--- config.mk ---
export PLATFORM = sky130hd
export DESIGN_NAME = seq_alu
export DESIGN_NICKNAME = d
export VERILOG_FILES = /design/src/rtl/seq_alu.sv
export SDC_FILE = /design/constraint.sdc
export NUM_CORES = 1
export LEC_CHECK = 0
export BUFFER_PORTS_ARGS = -buffer_cell sky130_fd_sc_hd__buf_2
export CORE_ASPECT_RATIO = 1.4
export CORE_MARGIN = 1
export CORE_UTILIZATION = 40
export CTS_CLUSTER_DIAMETER = 40
export CTS_CLUSTER_SIZE = 25
export DETAILED_ROUTE_END_ITERATION = 7
export GPL_TIMING_DRIVEN = 0
export MAX_ROUTING_LAYER = met4
export PLACE_DENSITY = 0.54
export REMOVE_ABC_BUFFERS = 1
export SETUP_SLACK_MARGIN = 0.02
export SYNTH_ARGS = -nofsm -noshare
export SYNTH_HDL_FRONTEND = slang
export SYNTH_SLANG_ARGS = --single-unit
--- constraint.sdc ---
create_clock -name clk -period 4 [get_ports clk]
set_input_delay 0.2 -clock clk [delete_from_list [all_inputs] [get_ports clk]]
set_output_delay 0.2 -clock clk [all_outputs]
set_load 0.02 [all_outputs]
--- src/rtl/seq_alu.sv ---
`default_nettype none
// ============================================================================
// Module   : seq_alu
// Purpose  : Multi-cycle ALU with registered result and CF/ZF/SF/OF flags.
//            Define SEQ_ALU_FAST_SHIFT_EN for single-cycle barrel shifts.
// Revision : 1.0 - initial release
// ============================================================================
module seq_alu #(
    parameter int WIDTH = 8,
    parameter int CNT_W = $clog2(WIDTH)
) (
    input  logic             clk,
    input  logic             rst,
    input  logic             start,
    input  logic [4:0]       func,
    input  logic [WIDTH-1:0] a,
    input  logic [WIDTH-1:0] b,
    output logic             busy,
    output logic             done,
    output logic             wb_en,
    output logic [WIDTH-1:0] result,
    output logic             cf,
    output logic             zf,
    output logic             sf,
    output logic             of
);
    localparam logic [4:0] c_fn_add = 5'b00001;
    localparam logic [4:0] c_fn_and = 5'b00010;
    localparam logic [4:0] c_fn_sub = 5'b00011;
    localparam logic [4:0] c_fn_or  = 5'b00100;
    localparam logic [4:0] c_fn_xor = 5'b00101;
    localparam logic [4:0] c_fn_mov = 5'b00110;
    localparam logic [4:0] c_fn_not = 5'b01000;
    localparam logic [4:0] c_fn_sar = 5'b01001;
    localparam logic [4:0] c_fn_slr = 5'b01010;
    localparam logic [4:0] c_fn_sal = 5'b01011;
    localparam logic [4:0] c_fn_sll = 5'b01100;
    localparam logic [4:0] c_fn_rol = 5'b01101;
    localparam logic [4:0] c_fn_ror = 5'b01110;
    localparam logic [4:0] c_fn_inc = 5'b01111;
    localparam logic [4:0] c_fn_dec = 5'b10000;
    localparam logic [4:0] c_fn_cmp = 5'b10100;
    localparam int         c_msb    = WIDTH - 1;

    typedef enum logic [1:0] {
        S_IDLE  = 2'd0,
        S_CALC  = 2'd1,
        S_SHIFT = 2'd2,
        S_DONE  = 2'd3
    } state_t;

    state_t             state_q, state_d;
    logic [4:0]         func_q, func_d;
    logic [WIDTH-1:0]   opa_q, opa_d;
    logic [WIDTH-1:0]   opb_q, opb_d;
    logic [WIDTH-1:0]   result_q, result_d;
    logic               cf_q, cf_d, zf_q, zf_d, sf_q, sf_d, of_q, of_d;
    logic               wb_en_q, wb_en_d;
    logic               busy_q, busy_d;
    logic               done_q, done_d;

    logic [WIDTH-1:0]   w_add_b, w_sub_b;
    logic [WIDTH:0]     w_sum, w_diff;
    logic               w_add_of, w_sub_of;
    logic               w_is_left;
    logic [WIDTH-1:0]   w_sh_res;
    logic               w_sh_cf;
    logic               w_zs;
    logic [WIDTH-1:0]   w_zs_val;

    assign w_add_b   = (func_q == c_fn_inc) ? WIDTH'(1) : opb_q;
    assign w_sub_b   = (func_q == c_fn_dec) ? WIDTH'(1) : opb_q;
    assign w_sum     = {1'b0, opa_q} + {1'b0, w_add_b};
    assign w_diff    = {1'b0, opa_q} - {1'b0, w_sub_b};
    assign w_add_of  = (opa_q[c_msb] == w_add_b[c_msb]) & (w_sum[c_msb] != opa_q[c_msb]);
    assign w_sub_of  = (opa_q[c_msb] != w_sub_b[c_msb]) & (w_diff[c_msb] != opa_q[c_msb]);
    assign w_is_left = (func_q == c_fn_sll) || (func_q == c_fn_sal);

`ifdef SEQ_ALU_FAST_SHIFT_EN
    logic [CNT_W-1:0]   w_sh_cnt, w_cnt_m1;
    logic [WIDTH-1:0]   w_left_tmp, w_right_tmp;
    logic [2*WIDTH-1:0] w_rol_full, w_ror_full;

    assign w_sh_cnt    = opb_q[CNT_W-1:0];
    assign w_cnt_m1    = w_sh_cnt - CNT_W'(1);
    assign w_left_tmp  = opa_q << w_cnt_m1;
    assign w_right_tmp = opa_q >> w_cnt_m1;
    assign w_rol_full  = {opa_q, opa_q} << w_sh_cnt;
    assign w_ror_full  = {opa_q, opa_q} >> w_sh_cnt;

    // CF is the last bit moved out, taken from a copy shifted one place less.
    always_comb begin
        w_sh_res = opa_q;
        w_sh_cf  = cf_q;
        if (w_sh_cnt != '0) begin
            case (func_q)
                c_fn_sal, c_fn_sll: begin
                    w_sh_res = opa_q << w_sh_cnt;
                    w_sh_cf  = w_left_tmp[c_msb];
                end
                c_fn_slr: begin
                    w_sh_res = opa_q >> w_sh_cnt;
                    w_sh_cf  = w_right_tmp[0];
                end
                c_fn_sar: begin
                    w_sh_res = $signed(opa_q) >>> w_sh_cnt;
                    w_sh_cf  = w_right_tmp[0];
                end
                c_fn_rol: begin
                    w_sh_res = w_rol_full[2*WIDTH-1:WIDTH];
                    w_sh_cf  = w_rol_full[WIDTH];
                end
                c_fn_ror: begin
                    w_sh_res = w_ror_full[WIDTH-1:0];
                    w_sh_cf  = w_ror_full[WIDTH-1];
                end
                default: ;
            endcase
        end
    end
`else
    logic [WIDTH-1:0]   work_q, work_d;
    logic [CNT_W-1:0]   cnt_q, cnt_d;
    logic [WIDTH-1:0]   w_step_res;
    logic               w_step_cf;

    // Shifts reach CALC only with a zero count in the iterative build.
    assign w_sh_res = opa_q;
    assign w_sh_cf  = cf_q;

    always_comb begin
        w_step_res = work_q;
        w_step_cf  = 1'b0;
        case (func_q)
            c_fn_sal, c_fn_sll: begin
                w_step_res = {work_q[c_msb-1:0], 1'b0};
                w_step_cf  = work_q[c_msb];
            end
            c_fn_slr: begin
                w_step_res = {1'b0, work_q[c_msb:1]};
                w_step_cf  = work_q[0];
            end
            c_fn_sar: begin
                w_step_res = {work_q[c_msb], work_q[c_msb:1]};
                w_step_cf  = work_q[0];
            end
            c_fn_rol: begin
                w_step_res = {work_q[c_msb-1:0], work_q[c_msb]};
                w_step_cf  = work_q[c_msb];
            end
            c_fn_ror: begin
                w_step_res = {work_q[0], work_q[c_msb:1]};
                w_step_cf  = work_q[0];
            end
            default: ;
        endcase
    end

    function automatic logic is_shift(input logic [4:0] f);
        return (f >= c_fn_sar) && (f <= c_fn_ror);
    endfunction
`endif

    always_comb begin
        state_d  = state_q;
        func_d   = func_q;
        opa_d    = opa_q;
        opb_d    = opb_q;
        result_d = result_q;
        cf_d     = cf_q;
        zf_d     = zf_q;
        sf_d     = sf_q;
        of_d     = of_q;
        wb_en_d  = 1'b0;
        w_zs     = 1'b0;
        w_zs_val = result_q;
`ifndef SEQ_ALU_FAST_SHIFT_EN
        work_d   = work_q;
        cnt_d    = cnt_q;
`endif
        case (state_q)
            S_IDLE, S_DONE: begin
                state_d = S_IDLE;
                if (start) begin
                    func_d  = func;
                    opa_d   = a;
                    opb_d   = b;
                    state_d = S_CALC;
`ifndef SEQ_ALU_FAST_SHIFT_EN
                    work_d  = a;
                    cnt_d   = b[CNT_W-1:0];
                    if (is_shift(func) && (b[CNT_W-1:0] != '0)) begin
                        state_d = S_SHIFT;
                    end
`endif
                end
            end
            S_CALC: begin
                state_d = S_DONE;
                case (func_q)
                    c_fn_add, c_fn_inc: begin
                        result_d = w_sum[WIDTH-1:0];
                        cf_d     = w_sum[WIDTH];
                        of_d     = w_add_of;
                        w_zs     = 1'b1;
                        w_zs_val = w_sum[WIDTH-1:0];
                        wb_en_d  = 1'b1;
                    end
                    c_fn_sub, c_fn_dec, c_fn_cmp: begin
                        if (func_q != c_fn_cmp) begin
                            result_d = w_diff[WIDTH-1:0];
                            wb_en_d  = 1'b1;
                        end
                        cf_d     = w_diff[WIDTH];
                        of_d     = w_sub_of;
                        w_zs     = 1'b1;
                        w_zs_val = w_diff[WIDTH-1:0];
                    end
                    c_fn_and, c_fn_or, c_fn_xor: begin
                        if (func_q == c_fn_and)     w_zs_val = opa_q & opb_q;
                        else if (func_q == c_fn_or) w_zs_val = opa_q | opb_q;
                        else                        w_zs_val = opa_q ^ opb_q;
                        result_d = w_zs_val;
                        cf_d     = 1'b0;
                        of_d     = 1'b0;
                        w_zs     = 1'b1;
                        wb_en_d  = 1'b1;
                    end
                    c_fn_mov: begin
                        result_d = opb_q;
                        wb_en_d  = 1'b1;
                    end
                    c_fn_not: begin
                        result_d = ~opa_q;
                        wb_en_d  = 1'b1;
                    end
                    c_fn_sar, c_fn_slr, c_fn_sal, c_fn_sll, c_fn_rol, c_fn_ror: begin
                        result_d = w_sh_res;
                        cf_d     = w_sh_cf;
                        of_d     = w_is_left & (w_sh_res[c_msb] ^ opa_q[c_msb]);
                        w_zs     = 1'b1;
                        w_zs_val = w_sh_res;
                        wb_en_d  = 1'b1;
                    end
                    default: ;
                endcase
            end
`ifndef SEQ_ALU_FAST_SHIFT_EN
            S_SHIFT: begin
                work_d = w_step_res;
                cnt_d  = cnt_q - CNT_W'(1);
                if (cnt_q == CNT_W'(1)) begin
                    state_d  = S_DONE;
                    result_d = w_step_res;
                    cf_d     = w_step_cf;
                    of_d     = w_is_left & (w_step_res[c_msb] ^ opa_q[c_msb]);
                    w_zs     = 1'b1;
                    w_zs_val = w_step_res;
                    wb_en_d  = 1'b1;
                end
            end
`endif
            default: state_d = S_IDLE;
        endcase
        if (w_zs) begin
            zf_d = (w_zs_val == '0);
            sf_d = w_zs_val[c_msb];
        end
        busy_d = (state_d == S_CALC) || (state_d == S_SHIFT);
        done_d = (state_d == S_DONE);
    end

    always_ff @(posedge clk or negedge rst) begin
        if (!rst) begin
            state_q  <= S_IDLE;
            func_q   <= '0;
            opa_q    <= '0;
            opb_q    <= '0;
            result_q <= '0;
            cf_q     <= 1'b0;
            zf_q     <= 1'b0;
            sf_q     <= 1'b0;
            of_q     <= 1'b0;
            wb_en_q  <= 1'b0;
            busy_q   <= 1'b0;
            done_q   <= 1'b0;
`ifndef SEQ_ALU_FAST_SHIFT_EN
            work_q   <= '0;
            cnt_q    <= '0;
`endif
        end else begin
            state_q  <= state_d;
            func_q   <= func_d;
            opa_q    <= opa_d;
            opb_q    <= opb_d;
            result_q <= result_d;
            cf_q     <= cf_d;
            zf_q     <= zf_d;
            sf_q     <= sf_d;
            of_q     <= of_d;
            wb_en_q  <= wb_en_d;
            busy_q   <= busy_d;
            done_q   <= done_d;
`ifndef SEQ_ALU_FAST_SHIFT_EN
            work_q   <= work_d;
            cnt_q    <= cnt_d;
`endif
        end
    end

    assign busy   = busy_q;
    assign done   = done_q;
    assign wb_en  = wb_en_q;
    assign result = result_q;
    assign cf     = cf_q;
    assign zf     = zf_q;
    assign sf     = sf_q;
    assign of     = of_q;

endmodule
`default_nettype wire

==> results of run 1 <==
-- layout by cell type, fill, tap and decap left out, types with 4 or more instances in the layout --
cell type,n
buf_4,10
nor2_1,38
mux2i_1,4
dfrtp_1,44
nor4_1,7
a21oi_1,23
nand2_1,49
o21ai_0,41
or2_2,5
or3_1,6
nand2b_1,11
xnor2_1,9
ha_1,37
nand3_1,9
a211oi_1,10
and3_1,5
o22ai_1,6
o211ai_1,7
o31ai_1,5
a22oi_1,10
mux2_2,21
nor2b_1,15
inv_1,30
o21a_1,6
clkbuf_16,5
o221ai_1,5
nor3_1,12
a21o_1,9
a221o_1,6
a221oi_1,8
buf_2,38
-- final cells by class --
class	instances	area, sq um	share of cell area
multi-input combinational	435	3140	0.614
sequential	49	1240	0.242
timing repair buffer	51	299	0.0584
tap	141	176	0.0345
clock buffer	6	129	0.0252
inverter	31	116	0.0227
clock inverter	2	13.8	0.00269
-- logic make-up after synthesis --
kind of cell | after synthesis
buffers and inverters | 66
DFF | 49
adders and majority gates | 40
muxes | 27
xor gates and xnor gates | 11
AOI/OAI and AO/OA | 178
and+or+nand+nor | 179
-- layer usage --
metal / vias to the layer above / GRT usage / part of all wire
met3: 22 / 0.0230 / 0.038
met5: - / - / 0
li1: 2077 / - / -
met1: 2103 / 0.294 / 0.42
met4: 0 / 0.0947 / 0.029
met2: 128 / 0.422 / 0.51
-- sequential cells by signal, summed over array words and instances (netlist names) --
name / count
result: 8
cnt_q: 3
busy: 1
wb_en: 1
state_q: 2
opb_q: 8
sf: 1
func_q: 5
cf: 1
of: 1
work_q: 8
zf: 1
opa_q: 8
done: 1
-- repair_timing --
item	CTS	global route
setup buffers	1	10
pin swaps	1	3
gates resized for setup	11	8
endpoints found under the setup margin	6	3
-- through the flow --
stage	cell area, sq um	worst slack, ns	hold slack, ns	TNS (ns)	util
6_report	5120	0.159	0.122	0	0.464
2_1_floorplan	4420	0.357	-0.0956	0	-
4_1_cts	5000	0.0555	0.136	0	0.453
3_3_place_gp	4790	-0.502	0.431	-1.38	0.434
3_5_place_dp	4820	-0.630	0.441	-1.45	0.437
5_1_grt	5120	0.0370	0.138	0	0.464
-- critical path, cell delays in order (launching register included) --
cell       delay (ns)
dfrtp_4          0.59
and2_1           0.24
and3_2           0.35
or2_2            0.16
ha_1             0.16
inv_1            0.06
fa_1             0.41
nand2b_1         0.23
a21oi_1          0.36
a21oi_1          0.13
or2_2            0.29
a2111oi_1        0.44
o211ai_1         0.19
a21oi_1          0.16
-- how the worst max path moves through the flow --
stage / cells past startpoint / startpoint / slack, ns / endpoint
floorplan: 13 / func_q[2]$_DFFE_PN0P_ / 0.36 / result[6]$_DFFE_PN0P_
global placement: 13 / func_q[3]$_DFFE_PN0P_ / -0.50 / zf$_DFFE_PN0P_
detailed placement: 13 / func_q[3]$_DFFE_PN0P_ / -0.63 / zf$_DFFE_PN0P_
CTS: 14 / func_q[2]$_DFFE_PN0P_ / 0.06 / zf$_DFFE_PN0P_
global route: 13 / func_q[0]$_DFFE_PN0P_ / 0.04 / zf$_DFFE_PN0P_
finish: 13 / func_q[0]$_DFFE_PN0P_ / 0.16 / zf$_DFFE_PN0P_
==> results.md, run 1 <==
- RD Place Congestion: 0.911
- Num Clock Sinks: 49
- Number of global-route vias before repair: 4,125
- Global-route wire length before repair: approximately 22,000 microns
- All-layer global routing usage: 0.245
- Via count: 4,330
- Total wire length: 13,900 microns
- WS Path Type: register to register
- Crit path time final: 3.84 ns
- Critical Path AT: 4.06 ns
- Share of layout cells above drive strength 1: 0.200
- Fin. Hold Viols: 0
- Ant diodes: 0
- Rows: 45
- Syn_area_per_cell: approximately 8.3 sq um
- Worst slew pin tran: between 1 and 1.5 ns
- Pre-Repair DR Iteration Count: 5
- Post-DP HPWL: about 10,000 microns
- Die Area: 11,900 sq um
- Outcome: completed
- DR WL/cell: 19.5 microns
- Clock latency on the worst-skew pair: 0.30 ns
- Cells after synthesis: 550
- Count of cell types in the netlist: 77
- FMAX: 0.260 GHz
- Worst setup SP type: register
- Area contributors post-synth: dfrtp_1 (27%), ha_1 (10%), mux2_2 (5.1%)
- Synth cell count leaders: dfrtp_1 (49), nand2_1 (49), o21ai_0 (41), ha_1 (38), nor2_1 (38)
- Post-route non-filler standard cell count: 715
- Slew margin rel.: 0.120
- Placed Cells: ~700
- Input/output buffers: 38
- Num CTS Buffers: 5
- Remaining antenna violation count after routing: 0
- Largest family of logic cells by synthesized area: compound AO/OA/AOI/OAI gates
- Worst hold path type: input port to asynchronous set/reset pin
- Number of flops mapped to enable cells by yosys: 0
- RSZ-0062 raised after global routing: false
- CP endpoint kind: register
- Worst-path maximum fanout: 28
- RR Endpoint: zf$_DFFE_PN0P_
- Initial core utilization: 0.416
- Clock tree from TritonCTS: yes
- Req. time, crit path: between 4 and 5 ns
- Top FF cell, synth: dfrtp_1
- FF-to-FF Start: func_q[0]$_DFFE_PN0P_
- Simple-Gate Fraction of Synth Area: 0.200
- Antenna violations before repair: 0
- Maxcap violations: 0
- Sequential fraction of the synthesis area: 0.267
- # nets final: approximately 640
- #FFs+latches synth: 49
- H-Tree Level Count: 2
- CORE AREA: between 10,000 and 15,000 sq um
- CTS Hold Bufs: 0
- Area growth syn-to-layout: 11.4%
- Synth Area in Compound Gates: 0.273
- Final Cycle Share: 0.960
- Ys async rst share: 1.00
- Adder-cell area share of the yosys netlist: 0.112
- Flop-to-flop setup slack: 0.16 ns
- Worst reg2reg path depth: 13
- Synthesized area: 4590 sq um
- Vias per cell: about 6.1
- CTS root buffer: clkbuf_16
- CTS Buffer Depth: 2
- Final Max Slew Viols: 0
- Largest net degree at the start of global routing: 50
- Layout Skew: a little under 0.007 ns
- Yosys Warn Count: 0
- Clk slew on worst S/H paths: approximately 0.070 ns
- GRT overflow: 0
- Iter 0 DRT Violations: 289
- # DRC: 0
- Final setup vio count: 0
- DIE HEIGHT: approximately 130 microns
- Multiplexer area fraction after synthesis: 0.0649
- Chip width: around 90 microns
- XOR/XNOR Fraction of Synth Area: 0.0210
- Post-synth top area share: 0.267
- Fillers: roughly 1,100
- Cell taking the most area after synthesis: dfrtp_1
- I/O Pins: 39
Power of run 1 is left out: the tool's default activity adds up to more than one toggle a clock period on the data nets, which glitch-free logic cannot reach.
==> run 2, diff against run 1 <==
- CORE_MARGIN: 1 -> 3
==> run 2 against run 1 <==
  * Setup slack about the same
  * Non-clock buffer count decreased by 3
  * Hold slack improved by 0.00064 ns
  * Register-to-register slack about the same
  * Global-route usage decreased by 1.6 points
  * Cell count decreased by 0.42%
  * Clock skew about the same
  * Cell area decreased by 0.56%
  * Sequential cell count unchanged
  * Routed wire length increased by 1.3%
  * Maximum frequency about the same
  * Sequential share of layout area increased by 0.14 points
==> results.md, run 2 (synthesis gave the netlist of run 1 again) <==
- Outcome: completed
- Ant diodes: 0 (unchanged)
- Clk slew on worst S/H paths: 0.07 ns (about the same)
- Worst setup SP type: register
- Fillers: 1,121 (+0.27%)
- Number of global-route vias before repair: 4,190 (+1.6%)
- Area growth syn-to-layout: 10.8%
- Largest net degree at the start of global routing: 50 (unchanged)
- CTS Hold Bufs: 0 (unchanged)
- Final Max Slew Viols: 0 (unchanged)
- Total wire length: 14,100 microns (+1.3%)
- Rows: 45 (unchanged)
- Finished Core Util: 0.461 (-0.00261)
- Via count: 4,297 (-0.76%)
- Chip width: 96.6 microns (+4.3%)
- CORE AREA: 11,000 sq um (unchanged)
- Post-DP HPWL: 10,400 microns (+1.3%)
- Most frequent cells in the layout: nand2_1 (49), dfrtp_1 (44), o21ai_0 (41), nor2_1 (38), buf_2 (38)
- Crit path time final: 3.84 ns (+0.0000690 ns)
- Global-route wire length before repair: 22,100 microns (+1.3%)
- Req. time, crit path: 4.22 ns (about the same)
- # nets final: 634 (-0.47%)
- I/O Pins: 39 (unchanged)
- CP dominant cell by count: a21oi_1
- Worst setup margin: 0.158 ns (-0.0000690 ns)
- Max incr delay on CP: 0.54 ns (-0.05 ns)
- H-Tree Level Count: 2 (unchanged)
- Worst hold path type: input port to asynchronous set/reset pin
- Worst path slowest cell: dfrtp_4
- Clock latency on the worst-skew pair: 0.30 ns (about the same)
- CP startpoint: func_q[1]$_DFFE_PN0P_
- Clock tree from TritonCTS: yes
- DIE HEIGHT: 133 microns (+3.1%)
- Final setup vio count: 0 (unchanged)
- Fin. Hold Viols: 0 (unchanged)
- RSZ-0062 raised after global routing: false
- FF-to-FF Start: func_q[1]$_DFFE_PN0P_
- Num Clock Sinks: 49 (unchanged)
- Iter 0 DRT Violations: 271 (-6.2%)
- Final Cycle Share: 0.960 (about the same)
- Crit-path cells: or2_2 -> or4_4 -> nand2_1 -> ha_1 -> inv_1 -> fa_1 -> a21o_1 -> a21oi_1 -> xnor2_1 -> a222oi_1 -> inv_2 -> nor4_2 -> o211ai_1 -> a21oi_1
- WS Path Type: register to register
- Share of layout cells above drive strength 1: 0.194 (-0.00595)
- Critical Path AT: 4.06 ns (about the same)
- RD Place Congestion: 0.922 (+1.2%)
- Pre-CTS WS: -0.530 ns (+0.100 ns)
- # DRC: 0 (unchanged)
- Slew margin rel.: 0.122 (+0.00244)
- Num CTS Buffers: 5 (unchanged)
- CTS Buffer Depth: 2 (unchanged)
- CTS root buffer: clkbuf_16
- Post-route non-filler standard cell count: 712 (-0.42%)
- RR Endpoint: zf$_DFFE_PN0P_
- DR WL/cell: 19.8 microns (+1.7%)
- FMAX: 0.260 GHz (about the same)
- Leading cell type in the layout, fill and taps excluded: nand2_1
- Worst slew pin tran: 1.30 ns (-0.00360 ns)
- CP endpoint kind: register
- Pre-Repair DR Iteration Count: 5 (unchanged)
- Vias per cell: 6.04 (-0.34%)
- Worst Setup EP: zf$_DFFE_PN0P_
- All-layer global routing usage: 0.229 (-0.0164)
- Antenna violations before repair: 0 (unchanged)
- Placed Cells: 696 (unchanged)
- Remaining antenna violation count after routing: 0 (unchanged)
- Initial core utilization: 0.416 (unchanged)
- Flop-to-flop setup slack: 0.16 ns (about the same)
- Input/output buffers: 38 (unchanged)
- Layout Skew: 0.00694 ns (-0.0000257 ns)
- Die Area: 12,800 sq um (+7.6%)
- GRT overflow: 0 (unchanged)
- Worst-path maximum fanout: 10 (-64%)
- Worst reg2reg path depth: 14 (+1)
- Maxcap violations: 0 (unchanged)
run 2: changes by cell type in the layout (fill, tap and decap cells not counted):
cell,change
a2111oi_1,-1
a2111oi_0,+1
clkbuf_8,+1
fa_1,+1
clkinv_4,+2
clkbuf_1,-1
inv_6,-1
a211oi_1,+1
nor4_4,-1
buf_4,-4
nor4_2,+1
a211oi_2,-1
fa_2,-1
run 2: worst max-delay path: cells and delay by family (launching register included):
family,cells,cell delay [ns]
buffers and inverters,2,0.12
AND/OR/NAND/NOR,4,1.31
adder cells (fa/ha/maj),2,0.55
flip-flops,1,0.54
AO/OA/AOI/OAI,5,1.11
XOR/XNOR,1,0.11
run 2: stage by stage:
stage          hold slack [ns]  area [sq um]  TNS (ns)
4_1_cts                  0.124          5000         0
6_report                 0.123          5090         0
3_3_place_gp             0.431          4790     -1.41
5_1_grt                  0.125          5090         0
2_1_floorplan          -0.0956          4420         0
3_5_place_dp             0.435          4820     -1.50
run 2: how the worst min path moves through the flow:
stage	startpoint	endpoint	slack [ns]	cells after the start
2_1_floorplan	rst	busy$_DFF_PN0_	-0.1	0
3_3_place_gp	b[6]	opb_q[6]$_DFFE_PN0P_	0.43	2
3_5_place_dp	b[7]	opb_q[7]$_DFFE_PN0P_	0.43	2
4_1_cts	b[7]	opb_q[7]$_DFFE_PN0P_	0.12	2
5_1_grt	b[3]	opb_q[3]$_DFFE_PN0P_	0.13	2
6_report	rst	zf$_DFFE_PN0P_	0.12	1
run 2: area by class of cell:
class / instances / area [sq um] / share of cell area
Timing Repair Buffer: 48 / 283 / 0.0556
Multi-Input combinational cell: 435 / 3130 / 0.614
Inverter: 31 / 116 / 0.0229
Tap cell: 141 / 176 / 0.0347
Clock buffer: 5 / 125 / 0.0246
Sequential cell: 49 / 1240 / 0.244
Clock inverter: 3 / 22.5 / 0.00443
run 2: metal layers:
layer | track usage | vias to the layer above | part of all wire
met2 | 0.390 | 110 | 0.52
met4 | 0.0624 | 0 | 0.017
met5 | - | - | 0
met3 | 0.0228 | 21 | 0.034
met1 | 0.285 | 2092 | 0.43
li1 | - | 2074 | -
run 2: timing repair:
item / CTS / global route
setup buffers: 1 / 7
gates resized for setup: 10 / 5
setup endpoints to repair: 7 / 2
pin swaps: 1 / 1
Power of run 2 is left out for the same reason.
==> run 3, diff against run 2 <==
- CORE_UTILIZATION: 40 -> 61
- PLACE_DENSITY: 0.54 -> 0.78
==> run 3 against run 2 <==
  * First-iteration DRC count up 63%
  * Count of clock-buffer cells in the layout unchanged
  * Hold slack lost 0.025 ns
  * Critical path type unchanged
  * Highest routed layer unchanged
==> results.md, run 3 (synthesis gave the netlist of run 1 again) <==
- All-layer global routing usage: 0.315 (+0.0863)
- Die Area: 8620 sq um (-33%)
- CP endpoint kind: register
- Initial core utilization: 0.645 (+0.229)
- Global-route wire length before repair: 20,700 microns (-6.5%)
- Via count: 4,405 (+2.5%)
- Buf/Inv on CP: 1 (-1)
- CORE AREA: 7120 sq um (-36%)
- Num CTS Buffers: 5 (unchanged)
- RD Place Congestion: 0.934 (+1.3%)
- Layout Skew: 0.00892 ns (+0.00198 ns)
- Most frequent cells in the layout: nand2_1 (49), dfrtp_1 (44), o21ai_0 (41), nor2_1 (38), buf_2 (38)
- RSZ-0062 raised after global routing: false
- Flop-to-flop setup slack: 0.20 ns (+0.04 ns)
- Final Max Slew Viols: 0 (unchanged)
- Max incr delay on CP: 0.65 ns (+0.11 ns)
- CTS Buffer Depth: 2 (unchanged)
- Post-DP HPWL: 9670 microns (-7.2%)
- Worst hold path type: input port to asynchronous set/reset pin
- Maxcap violations: 0 (unchanged)
- CTS Hold Bufs: 0 (unchanged)
- DR WL/cell: 19.6 microns (-1.2%)
- Clk slew on worst S/H paths: 0.10 ns (+0.03 ns)
- H-Tree Level Count: 2 (unchanged)
- Crit path time final: 3.80 ns (-0.0449 ns)
- Worst hold slack: 0.0975 ns (-0.0255 ns)
- Vias per cell: 6.57 (+8.9%)
- # nets final: 638 (+0.63%)
- Final setup vio count: 0 (unchanged)
- Num Clock Sinks: 49 (unchanged)
- Number of global-route vias before repair: 4,175 (-0.36%)
- Ant diodes: 0 (unchanged)
- Fillers: 614 (-45%)
- Fin. Hold Viols: 0 (unchanged)
- GRT overflow: 0 (unchanged)
- Crit-path leading delay family: simple AND/OR/NAND/NOR gates
- Remaining antenna violation count after routing: 0 (unchanged)
- Worst setup SP type: register
- Worst-path maximum fanout: 28 (+18)
- Share of layout cells above drive strength 1: 0.200 (+0.00560)
- Input/output buffers: 38 (unchanged)
- Final Cycle Share: 0.949 (-0.0112)
- Worst path slowest cell: dfrtp_2
- Rows: 36 (-20%)
- # DRC: 0 (unchanged)
- Largest net degree at the start of global routing: 50 (unchanged)
- DIE HEIGHT: 109 microns (-18%)
- Slew margin rel.: 0.230 (+0.108)
- Worst slew pin tran: 1.15 ns (-0.141 ns)
- Total wire length: 13,100 microns (-7.0%)
- I/O Pins: 39 (unchanged)
- Crit-path cells: and2_1 -> and3_2 -> or2_2 -> ha_1 -> inv_1 -> fa_1 -> nand2b_1 -> a21oi_1 -> a21oi_1 -> or2_2 -> a2111oi_0 -> o211ai_1 -> a21oi_1
- CP dominant cell by count: a21oi_1
- Antenna violations before repair: 0 (unchanged)
- WS Path Type: register to register
- FMAX: 0.263 GHz (+1.2%)
- Leading cell type in the layout, fill and taps excluded: nand2_1
- Pre-Repair DR Iteration Count: 5 (unchanged)
- Clock latency on the worst-skew pair: 0.33 ns (+0.03 ns)
- Chip width: 79.3 microns (-18%)
- Area growth syn-to-layout: 9.13%
- Iter 0 DRT Violations: 443 (+63%)
- Outcome: completed
- CTS root buffer: clkbuf_8
- Clock tree from TritonCTS: yes
- Critical Path AT: 4.05 ns (about the same)
- Req. time, crit path: 4.25 ns (+0.03 ns)
[run 3: cell count changes in the layout (fill, tap and decap cells not counted), moves of 2 or more]
cell       change
buf_4          +6
clkbuf_16      -5
clkbuf_8       +4
clkinv_4       -2
[run 3: repair_timing]
action                                  4_1_cts  5_1_grt
resized for setup                            10        4
endpoints found under the setup margin        5        3
pin swaps                                     0        1
setup buffers                                 1       11
[run 3: worst register-to-register path, delay by kind of cell (launching register included)]
family / cells / cell delay [ns]
compound gates: 5 / 1.16
fa+ha+maj: 2 / 0.56
buf+inv: 1 / 0.06
flops: 1 / 0.65
simple gates: 5 / 1.29
[run 3: path summary, 6_finish.rpt]
kind,from,endpoint,cells after the start
max,func_q[0]$_DFFE_PN0P_,zf$_DFFE_PN0P_,13
min,rst,opa_q[7]$_DFFE_PN0P_,1
max reg2reg,func_q[0]$_DFFE_PN0P_,zf$_DFFE_PN0P_,13
min reg2reg,of$_DFFE_PN0P_,of$_DFFE_PN0P_,1
max in group asynchronous,rst,func_q[1]$_DFFE_PN0P_,1
min in group clk,b[4],opb_q[4]$_DFFE_PN0P_,2
[run 3: metal layers]
metal,wire length (microns),vias to the layer above,track usage
met3,638,27,0.0256
met1,5370,2144,0.383
met5,0,-,-
met2,6780,158,0.550
met4,338,0,0.108
li1,-,2076,-
[run 3: layout make-up]
cell class	instances	area (sq um)	area share
inverters	31	116	0.0232
clock inverters	3	43.8	0.00874
flip-flops and latches	49	1240	0.247
well taps	95	119	0.0237
clock buffers	5	68.8	0.0137
repair buffers	52	303	0.0604
multi-input cells	435	3120	0.623
[run 3: metrics by stage]
stage / std cells / instance area (sq um) / TNS [ns] / setup slack, ns / util
after floorplan: 515 / 4420 / 0 / 0.357 / -
after detailed placement: 650 / 4760 / -1.13 / -0.379 / 0.669
after global placement: 648 / 4730 / -0.628 / -0.284 / 0.665
after CTS: 659 / 4910 / 0 / 0.0225 / 0.690
final: 670 / 5010 / 0 / 0.203 / 0.704
after global routing: 670 / 5010 / 0 / 0.0157 / 0.704
Power of run 3 is left out for the same reason.
